### config.mk
export PLATFORM = sky130hd
export DESIGN_NAME = pos_loop_scheduler
export DESIGN_NICKNAME = d
export VERILOG_FILES = /design/src/rtl/pos_loop_scheduler.sv
export SDC_FILE = /design/constraint.sdc
export NUM_CORES = 1
export LEC_CHECK = 0
export CORE_AREA = 5 5 224 226
export CTS_CLUSTER_DIAMETER = 120
export DETAILED_ROUTE_END_ITERATION = 10
export DIE_AREA = 0 0 229 231
export GPL_TIMING_DRIVEN = 0
export PLACE_DENSITY = 0.77
export SYNTH_ARGS = -nofsm -noshare
export SYNTH_HDL_FRONTEND = slang
export SYNTH_SLANG_ARGS = --single-unit
export TNS_END_PERCENT = 50
### constraint.sdc
create_clock -name POS_LOOP_SCHEDULER_CLOCK_50 -period 4.1 [get_ports POS_LOOP_SCHEDULER_CLOCK_50]
set_input_delay 0.82 -clock POS_LOOP_SCHEDULER_CLOCK_50 [delete_from_list [all_inputs] [get_ports POS_LOOP_SCHEDULER_CLOCK_50]]
set_output_delay 0.82 -clock POS_LOOP_SCHEDULER_CLOCK_50 [all_outputs]
set_load 0.03 [all_outputs]
### src/rtl/pos_loop_scheduler.sv
// Position-loop scheduler: paces a combinational position controller at a fixed period,
// samples the pose, waits for the controller to settle, then registers saturated velocity commands.
module pos_loop_scheduler #(
  parameter int                 N_WIDTH       = 32,
  parameter int                 Q_WIDTH       = 15,
  parameter int                 PERIOD_CYCLES = 500000,
  parameter int                 SETTLE_CYCLES = 4,
  parameter logic [N_WIDTH-1:0] V_MAX         = 32'h0000_8000,
  parameter logic [N_WIDTH-1:0] POS_TOL       = 32'h0000_0148
) (
  input  logic               POS_LOOP_SCHEDULER_CLOCK_50,
  input  logic               POS_LOOP_SCHEDULER_RESET_InLow,
  input  logic               POS_LOOP_SCHEDULER_ENABLE_In,
  input  logic [N_WIDTH-1:0] POS_LOOP_SCHEDULER_TARGETX_InBus,
  input  logic [N_WIDTH-1:0] POS_LOOP_SCHEDULER_TARGETY_InBus,
  input  logic [N_WIDTH-1:0] POS_LOOP_SCHEDULER_TARGETTHETA_InBus,
  input  logic [N_WIDTH-1:0] POS_LOOP_SCHEDULER_CURRENTX_InBus,
  input  logic [N_WIDTH-1:0] POS_LOOP_SCHEDULER_CURRENTY_InBus,
  input  logic [N_WIDTH-1:0] POS_LOOP_SCHEDULER_CURRENTTHETA_InBus,
  output logic [N_WIDTH-1:0] POS_LOOP_SCHEDULER_SMPTARGETX_OutBus,
  output logic [N_WIDTH-1:0] POS_LOOP_SCHEDULER_SMPTARGETY_OutBus,
  output logic [N_WIDTH-1:0] POS_LOOP_SCHEDULER_SMPTARGETTHETA_OutBus,
  output logic [N_WIDTH-1:0] POS_LOOP_SCHEDULER_SMPCURRENTX_OutBus,
  output logic [N_WIDTH-1:0] POS_LOOP_SCHEDULER_SMPCURRENTY_OutBus,
  output logic [N_WIDTH-1:0] POS_LOOP_SCHEDULER_SMPCURRENTTHETA_OutBus,
  input  logic [N_WIDTH-1:0] POS_LOOP_SCHEDULER_CTRLVX_InBus,
  input  logic [N_WIDTH-1:0] POS_LOOP_SCHEDULER_CTRLVY_InBus,
  input  logic [N_WIDTH-1:0] POS_LOOP_SCHEDULER_CTRLWZ_InBus,
  output logic [N_WIDTH-1:0] POS_LOOP_SCHEDULER_VX_OutBus,
  output logic [N_WIDTH-1:0] POS_LOOP_SCHEDULER_VY_OutBus,
  output logic [N_WIDTH-1:0] POS_LOOP_SCHEDULER_WZ_OutBus,
  output logic               POS_LOOP_SCHEDULER_VALID_Out,
  output logic               POS_LOOP_SCHEDULER_ATGOAL_Out,
  output logic               POS_LOOP_SCHEDULER_OVERRUN_Out
);

  localparam int PCW = (PERIOD_CYCLES > 1) ? $clog2(PERIOD_CYCLES) : 1;
  localparam int SCW = $clog2(SETTLE_CYCLES + 1);
  localparam logic [PCW-1:0] PERIOD_LAST = PCW'(PERIOD_CYCLES - 1);
  localparam logic [SCW-1:0] SETTLE_LAST = SCW'(SETTLE_CYCLES - 1);
  localparam logic signed [N_WIDTH-1:0] VMAX_POS = $signed(V_MAX);
  localparam logic signed [N_WIDTH-1:0] VMAX_NEG = -$signed(V_MAX);

  if ((Q_WIDTH >= N_WIDTH) || (SETTLE_CYCLES < 1)) begin : g_param_check
    $error("pos_loop_scheduler: Q_WIDTH must be < N_WIDTH and SETTLE_CYCLES >= 1");
  end

  typedef enum logic [1:0] {
    ST_IDLE    = 2'd0,
    ST_SAMPLE  = 2'd1,
    ST_SETTLE  = 2'd2,
    ST_CAPTURE = 2'd3
  } state_t;

  logic               clk_s;
  logic               rst_n_s;
  logic               enable_s;
  logic               tick_s;
  logic               at_goal_s;
  state_t             state_r;
  state_t             next_state_s;
  logic [PCW-1:0]     period_cnt_r;
  logic [SCW-1:0]     settle_cnt_r;
  logic [N_WIDTH-1:0] smp_tx_r, smp_ty_r, smp_tth_r;
  logic [N_WIDTH-1:0] smp_cx_r, smp_cy_r, smp_cth_r;
  logic [N_WIDTH-1:0] vx_r, vy_r, wz_r;
  logic               valid_r;
  logic               atgoal_r;
  logic               overrun_r;

  // Signed clamp of one velocity component to +/-V_MAX.
  function automatic logic [N_WIDTH-1:0] sat_vel(input logic [N_WIDTH-1:0] v);
    logic signed [N_WIDTH-1:0] vs;
    vs = $signed(v);
    if (vs > VMAX_POS) begin
      sat_vel = VMAX_POS;
    end else if (vs < VMAX_NEG) begin
      sat_vel = VMAX_NEG;
    end else begin
      sat_vel = v;
    end
  endfunction

  // One extra bit keeps the difference of two extreme poses from wrapping.
  function automatic logic within_tol(input logic [N_WIDTH-1:0] a, input logic [N_WIDTH-1:0] b);
    logic [N_WIDTH:0] diff;
    logic [N_WIDTH:0] mag;
    diff = {a[N_WIDTH-1], a} - {b[N_WIDTH-1], b};
    if (diff[N_WIDTH]) begin
      mag = -diff;
    end else begin
      mag = diff;
    end
    within_tol = (mag <= {1'b0, POS_TOL});
  endfunction

  assign clk_s     = POS_LOOP_SCHEDULER_CLOCK_50;
  assign rst_n_s   = POS_LOOP_SCHEDULER_RESET_InLow;
  assign enable_s  = POS_LOOP_SCHEDULER_ENABLE_In;
  assign tick_s    = enable_s && (period_cnt_r == PERIOD_LAST);
  assign at_goal_s = within_tol(smp_tx_r, smp_cx_r) && within_tol(smp_ty_r, smp_cy_r);

  // Free-running period counter, held at zero while disabled.
  always_ff @(posedge clk_s or negedge rst_n_s) begin
    if (!rst_n_s) begin
      period_cnt_r <= '0;
    end else if (!enable_s || (period_cnt_r == PERIOD_LAST)) begin
      period_cnt_r <= '0;
    end else begin
      period_cnt_r <= period_cnt_r + PCW'(1);
    end
  end

  // FSM state register.
  always_ff @(posedge clk_s or negedge rst_n_s) begin
    if (!rst_n_s) begin
      state_r <= ST_IDLE;
    end else begin
      state_r <= next_state_s;
    end
  end

  // FSM next-state logic.
  always_comb begin
    next_state_s = state_r;
    if (!enable_s) begin
      next_state_s = ST_IDLE;
    end else begin
      case (state_r)
        ST_IDLE: begin
          if (tick_s) begin
            next_state_s = ST_SAMPLE;
          end else begin
            next_state_s = ST_IDLE;
          end
        end
        ST_SAMPLE: next_state_s = ST_SETTLE;
        ST_SETTLE: begin
          if (settle_cnt_r == SETTLE_LAST) begin
            next_state_s = ST_CAPTURE;
          end else begin
            next_state_s = ST_SETTLE;
          end
        end
        ST_CAPTURE: next_state_s = ST_IDLE;
        default:    next_state_s = ST_IDLE;
      endcase
    end
  end

  // Pose sampling, settle timing and registered command outputs.
  always_ff @(posedge clk_s or negedge rst_n_s) begin
    if (!rst_n_s) begin
      settle_cnt_r <= '0;
      smp_tx_r     <= '0;
      smp_ty_r     <= '0;
      smp_tth_r    <= '0;
      smp_cx_r     <= '0;
      smp_cy_r     <= '0;
      smp_cth_r    <= '0;
      vx_r         <= '0;
      vy_r         <= '0;
      wz_r         <= '0;
      valid_r      <= 1'b0;
      atgoal_r     <= 1'b0;
      overrun_r    <= 1'b0;
    end else begin
      valid_r   <= 1'b0;
      overrun_r <= tick_s && (state_r != ST_IDLE);
      if (!enable_s) begin
        vx_r <= '0;
        vy_r <= '0;
        wz_r <= '0;
      end else begin
        case (state_r)
          ST_SAMPLE: begin
            smp_tx_r     <= POS_LOOP_SCHEDULER_TARGETX_InBus;
            smp_ty_r     <= POS_LOOP_SCHEDULER_TARGETY_InBus;
            smp_tth_r    <= POS_LOOP_SCHEDULER_TARGETTHETA_InBus;
            smp_cx_r     <= POS_LOOP_SCHEDULER_CURRENTX_InBus;
            smp_cy_r     <= POS_LOOP_SCHEDULER_CURRENTY_InBus;
            smp_cth_r    <= POS_LOOP_SCHEDULER_CURRENTTHETA_InBus;
            settle_cnt_r <= '0;
          end
          ST_SETTLE: settle_cnt_r <= settle_cnt_r + SCW'(1);
          ST_CAPTURE: begin
            valid_r  <= 1'b1;
            atgoal_r <= at_goal_s;
            if (at_goal_s) begin
              vx_r <= '0;
              vy_r <= '0;
              wz_r <= '0;
            end else begin
              vx_r <= sat_vel(POS_LOOP_SCHEDULER_CTRLVX_InBus);
              vy_r <= sat_vel(POS_LOOP_SCHEDULER_CTRLVY_InBus);
              wz_r <= sat_vel(POS_LOOP_SCHEDULER_CTRLWZ_InBus);
            end
          end
          default: begin
          end
        endcase
      end
    end
  end

  assign POS_LOOP_SCHEDULER_SMPTARGETX_OutBus      = smp_tx_r;
  assign POS_LOOP_SCHEDULER_SMPTARGETY_OutBus      = smp_ty_r;
  assign POS_LOOP_SCHEDULER_SMPTARGETTHETA_OutBus  = smp_tth_r;
  assign POS_LOOP_SCHEDULER_SMPCURRENTX_OutBus     = smp_cx_r;
  assign POS_LOOP_SCHEDULER_SMPCURRENTY_OutBus     = smp_cy_r;
  assign POS_LOOP_SCHEDULER_SMPCURRENTTHETA_OutBus = smp_cth_r;
  assign POS_LOOP_SCHEDULER_VX_OutBus              = vx_r;
  assign POS_LOOP_SCHEDULER_VY_OutBus              = vy_r;
  assign POS_LOOP_SCHEDULER_WZ_OutBus              = wz_r;
  assign POS_LOOP_SCHEDULER_VALID_Out              = valid_r;
  assign POS_LOOP_SCHEDULER_ATGOAL_Out             = atgoal_r;
  assign POS_LOOP_SCHEDULER_OVERRUN_Out            = overrun_r;

endmodule

==> results.py <==
metrics = {
    "synth": {
        "netlist_area_sq_um": 19700,
        "synthMuxAreaShare_pct": 11.9,
        "synthDominantCellAreaShare_pct": 40.0,
        "yosysTopAreaCell": "dfrtp_1",
        "ys_seq_area_share_pct": 40.0,
        "ys_top_cells_by_area": "dfrtp_1 (40%), mux2_2 (11%), ha_1 (4.7%)",
        "synth_most_common_cell": "dfrtp_1",
        "yosys.area_share.adder_pct": 4.90,
        "synth_compound_area_share_pct": 18.5,
        "synthCells": 2102,
        "synth_xor_area_share_pct": 2.04,
        "synth.distinct_cells": 90,
        "synth-edff-count": 0,
        "synth_nets": 2469,
        "synth_ff_type": "dfrtp_1",
        "ys_warn_count": 0,
        "synthArstFlopShare_pct": 100,
        "syn_area_per_cell_sq_um": 9.38,
        "yosys-top-cells-count": "dfrtp_1 (315), nand2_1 (224), mux2_2 (198)",
        "ys_ff_latch": 315,
        "synth_top_family_by_area": "compound AO/OA/AOI/OAI gates",
        "synth_simple_gate_area_share_pct": 18.4,
    },
    "timing": {
        "slew_headroom_pct": 28.5,
        "setup_ws_ns": -0.511,
        "setup_viol": 97,
        "fin_crit_ns": 4.61,
        "tightest_slew_ns": 1.07,
        "fin_hold_ws_ns": 0.292,
        "clock.fmax_ghz": 0.217,
        "final.setup_skew_ns": 0.0129,
        "hold_violations": 0,
        "final-max-slew-violation-count": 0,
        "setup-tns-final_ns": -42.71,
        "rsz0062_at_grt": "true",
        "finalCritPeriodShare_pct": 112,
    },
    "clocking": {
        "clkLatencyLatePin_ns": 0.56,
        "cts_hold_buf": 0,
        "cts_tree": "yes",
        "cts_buffers": 37,
        "clk_pin_slew_ns": 0.06,
        "clkSinkCount": 315,
        "cts_max_path_buffers": 3,
        "clk_root_buffer_cell": "clkbuf_16",
        "cts.htree.levels": 2,
    },
    "pwr": {
        "power_density_nw_per_um2": 241,
        "swShare_pct": 22.3,
        "power_leakage_uw": 0.0133,
        "power_frac_comb_pct": 6.4,
        "p_switching_uw": 1610,
        "pwr-share-seq_pct": 43.2,
        "p_clk_share_pct": 50.5,
        "irDropWorstVdd_v": 0.000291,
        "p_int_uw": 5600,
    },
    "drt": {
        "final_antenna_net_count": 0,
        "wl_per_cell_um": 22.2,
        "num_vias": 19800,
        "first_pass_iters": 5,
        "drc_errors": 0,
        "drtIter0Drc": 1237,
        "avgViaCountPerCell": 5.74,
        "drt_wl_total_um": 76300,
    },
    "global_route": {
        "track_usage_pct": 27.2,
        "grt-ovfl-total": 0,
        "grt_pass1_vias": 20500,
        "antenna_found_initial": 7,
        "grt_pass1_wl_um": 117000,
        "grt_max_degree": 121,
    },
    "cells_and_area": {
        "num-nets-final": 3157,
        "drive_above_1_share_pct": 23.1,
        "finalNonFillerCells": 3442,
        "fin_util_pct": 62.2,
        "areaGrowthSynthToFinish_pct": 51.9,
    },
    "floorplan": {
        "start_util_pct": 40.9,
        "num_rows": 81,
        "pin_count": 582,
        "die_w_um": 229,
        "die_area_sq_um": 52900,
        "core_sq_um": 48100,
        "die_h_um": 231,
    },
    "run_status": {
        "violations": "negative setup slack",
        "status": "complete, but fails checks",
    },
    "worst_setup_path": {
        "r2r_slack_ns": -0.51,
        "endpoint_kind": "flip-flop",
        "reg2regPathDepth": 18,
        "crit_fanout": 10,
        "critPathKind": "flip-flop to flip-flop",
        "arrival_ns": 5.03,
        "r2r-end": "POS_LOOP_SCHEDULER_VY_OutBus[29]",
        "r2r_start": "POS_LOOP_SCHEDULER_SMPCURRENTX_OutBus[1]",
        "crit_path_start_kind": "flip-flop",
        "cp.required_ns": 4.52,
    },
    "placed_design": {
        "dp_hpwl_um": 58800,
        "place_ws_ns": -1.29,
        "io_buffer_count": 580,
        "dp.cells": 3306,
        "gp_congestion": 0.942,
    },
    "min_path": {
        "hold_path_class": "primary input to async pin",
    },
    "flow_run": {
        "drv_cap": 0,
    },
}
## placed cells by master, fill, tap and decap left out, types with 54 or more instances in the layout
master           Yosys  final
o21ai_1             83     72
dfrtp_1            315    279
inv_1               92     87
clkdlybuf4s50_1      0    579
o21ai_0             80     66
nor2_1             111    106
a21oi_1             82     54
mux2_2             198    198
nand2_1            224    219
buf_4                0     83
clkbuf_1           100     77
## critical path, stage by stage, from the launching register on
cell and delay, ns:
dfrtp_2 0.42, buf_4 0.15, fa_2 0.38, nor2b_4 0.17, o31a_1 0.33, o21ai_1 0.21, a21oi_1 0.20, o32ai_1 0.10
nand4b_1 0.22, or4_4 0.58, o31a_1 0.28, a311oi_2 0.22, o2111ai_1 0.15, nor3_1 0.19, and4bb_2 0.32, buf_12 0.16
buf_12 0.14, buf_12 0.14, o31ai_1 0.09
## power by group through the flow
| stage | combinational [uW] | sequential (uW) | clock, uW |
|---|---|---|---|
| 6_report | 458 | 3110 | 3640 |
| 5_1_grt | 492 | 3110 | 3840 |
| 4_1_cts | 459 | 3110 | 3710 |
| 3_5_place_dp | 456 | 3170 | 0 |
| 3_3_place_gp | 442 | 3170 | 0 |
| 2_1_floorplan | 55.7 | 3170 | 0 |
## metal layers
layer | up-vias | GRT usage, % | wire, um
met2 | 722 | 48.9 | 38700
met5 | - | 0 | 67
li1 | 9166 | - | -
met3 | 138 | 7.33 | 5660
met1 | 9730 | 32.0 | 29600
met4 | 10 | 8.14 | 2250
## area by class of cell
cell class              instances  area [sq um]
well taps                     622           778
clock buffers                  52          1070
fillers                      3943         18200
diodes                          1          2.50
inverters                      92           345
clock inverters                16           268
multi-input cells            1575         12300
repair buffers                673          6650
flip-flops and latches        315          7930
plain buffers                  96           546
## repair_timing
action | in CTS | in global routing
hold endpoints to repair | 0 | 0
cloned | 2 | 2
setup buffers | 61 | 26
setup endpoints to repair | 97 | 97
pin swaps | 52 | 50
resized for setup | 187 | 126
## cells by family (layout without fill, tap and decap cells)
group,Yosys count,count (layout)
flops,315,315
other cells,0,1
simple gates,700,700
buf+inv,212,929
fa+ha+maj,76,76
xor+xnor,46,46
mux,209,209
compound gates,544,544
## metrics by stage
step           instance area [sq um]  total power (uW)
2_1_floorplan                  19900              3230
3_3_place_gp                   26500              3620
3_5_place_dp                   26500              3630
4_1_cts                        29200              7280
5_1_grt                        29900              7450
6_report                       29900              7210
## state kept, by name, summed over array words and instances, names as in the netlist
register,flops
POS_LOOP_SCHEDULER_ATGOAL_Out,1
POS_LOOP_SCHEDULER_SMPCURRENTTHETA_OutBus,32
state_r,2
POS_LOOP_SCHEDULER_SMPTARGETY_OutBus,32
POS_LOOP_SCHEDULER_SMPCURRENTX_OutBus,32
period_cnt_r,19
POS_LOOP_SCHEDULER_WZ_OutBus,32
settle_cnt_r,3
POS_LOOP_SCHEDULER_VX_OutBus,32
POS_LOOP_SCHEDULER_OVERRUN_Out,1
POS_LOOP_SCHEDULER_SMPTARGETTHETA_OutBus,32
POS_LOOP_SCHEDULER_SMPTARGETX_OutBus,32
POS_LOOP_SCHEDULER_VY_OutBus,32
POS_LOOP_SCHEDULER_VALID_Out,1
POS_LOOP_SCHEDULER_SMPCURRENTY_OutBus,32
## how the worst max path moves through the flow
| stage | startpoint | endpoint | depth (start not counted) |
|---|---|---|---|
| floorplan | POS_LOOP_SCHEDULER_SMPTARGETY_OutBus[0] | POS_LOOP_SCHEDULER_VY_OutBus[19] | 20 |
| global placement | POS_LOOP_SCHEDULER_RESET_InLow | POS_LOOP_SCHEDULER_SMPCURRENTX_OutBus[10] | 1 |
| detailed placement | POS_LOOP_SCHEDULER_SMPTARGETX_OutBus[0] | POS_LOOP_SCHEDULER_VY_OutBus[30] | 19 |
| CTS | POS_LOOP_SCHEDULER_SMPCURRENTY_OutBus[4] | POS_LOOP_SCHEDULER_VX_OutBus[31] | 17 |
| global route | POS_LOOP_SCHEDULER_SMPCURRENTY_OutBus[4] | POS_LOOP_SCHEDULER_VY_OutBus[21] | 20 |
| finish | POS_LOOP_SCHEDULER_SMPCURRENTX_OutBus[1] | POS_LOOP_SCHEDULER_VY_OutBus[29] | 18 |
No activity file was read; power rests on OpenSTA's default activity.
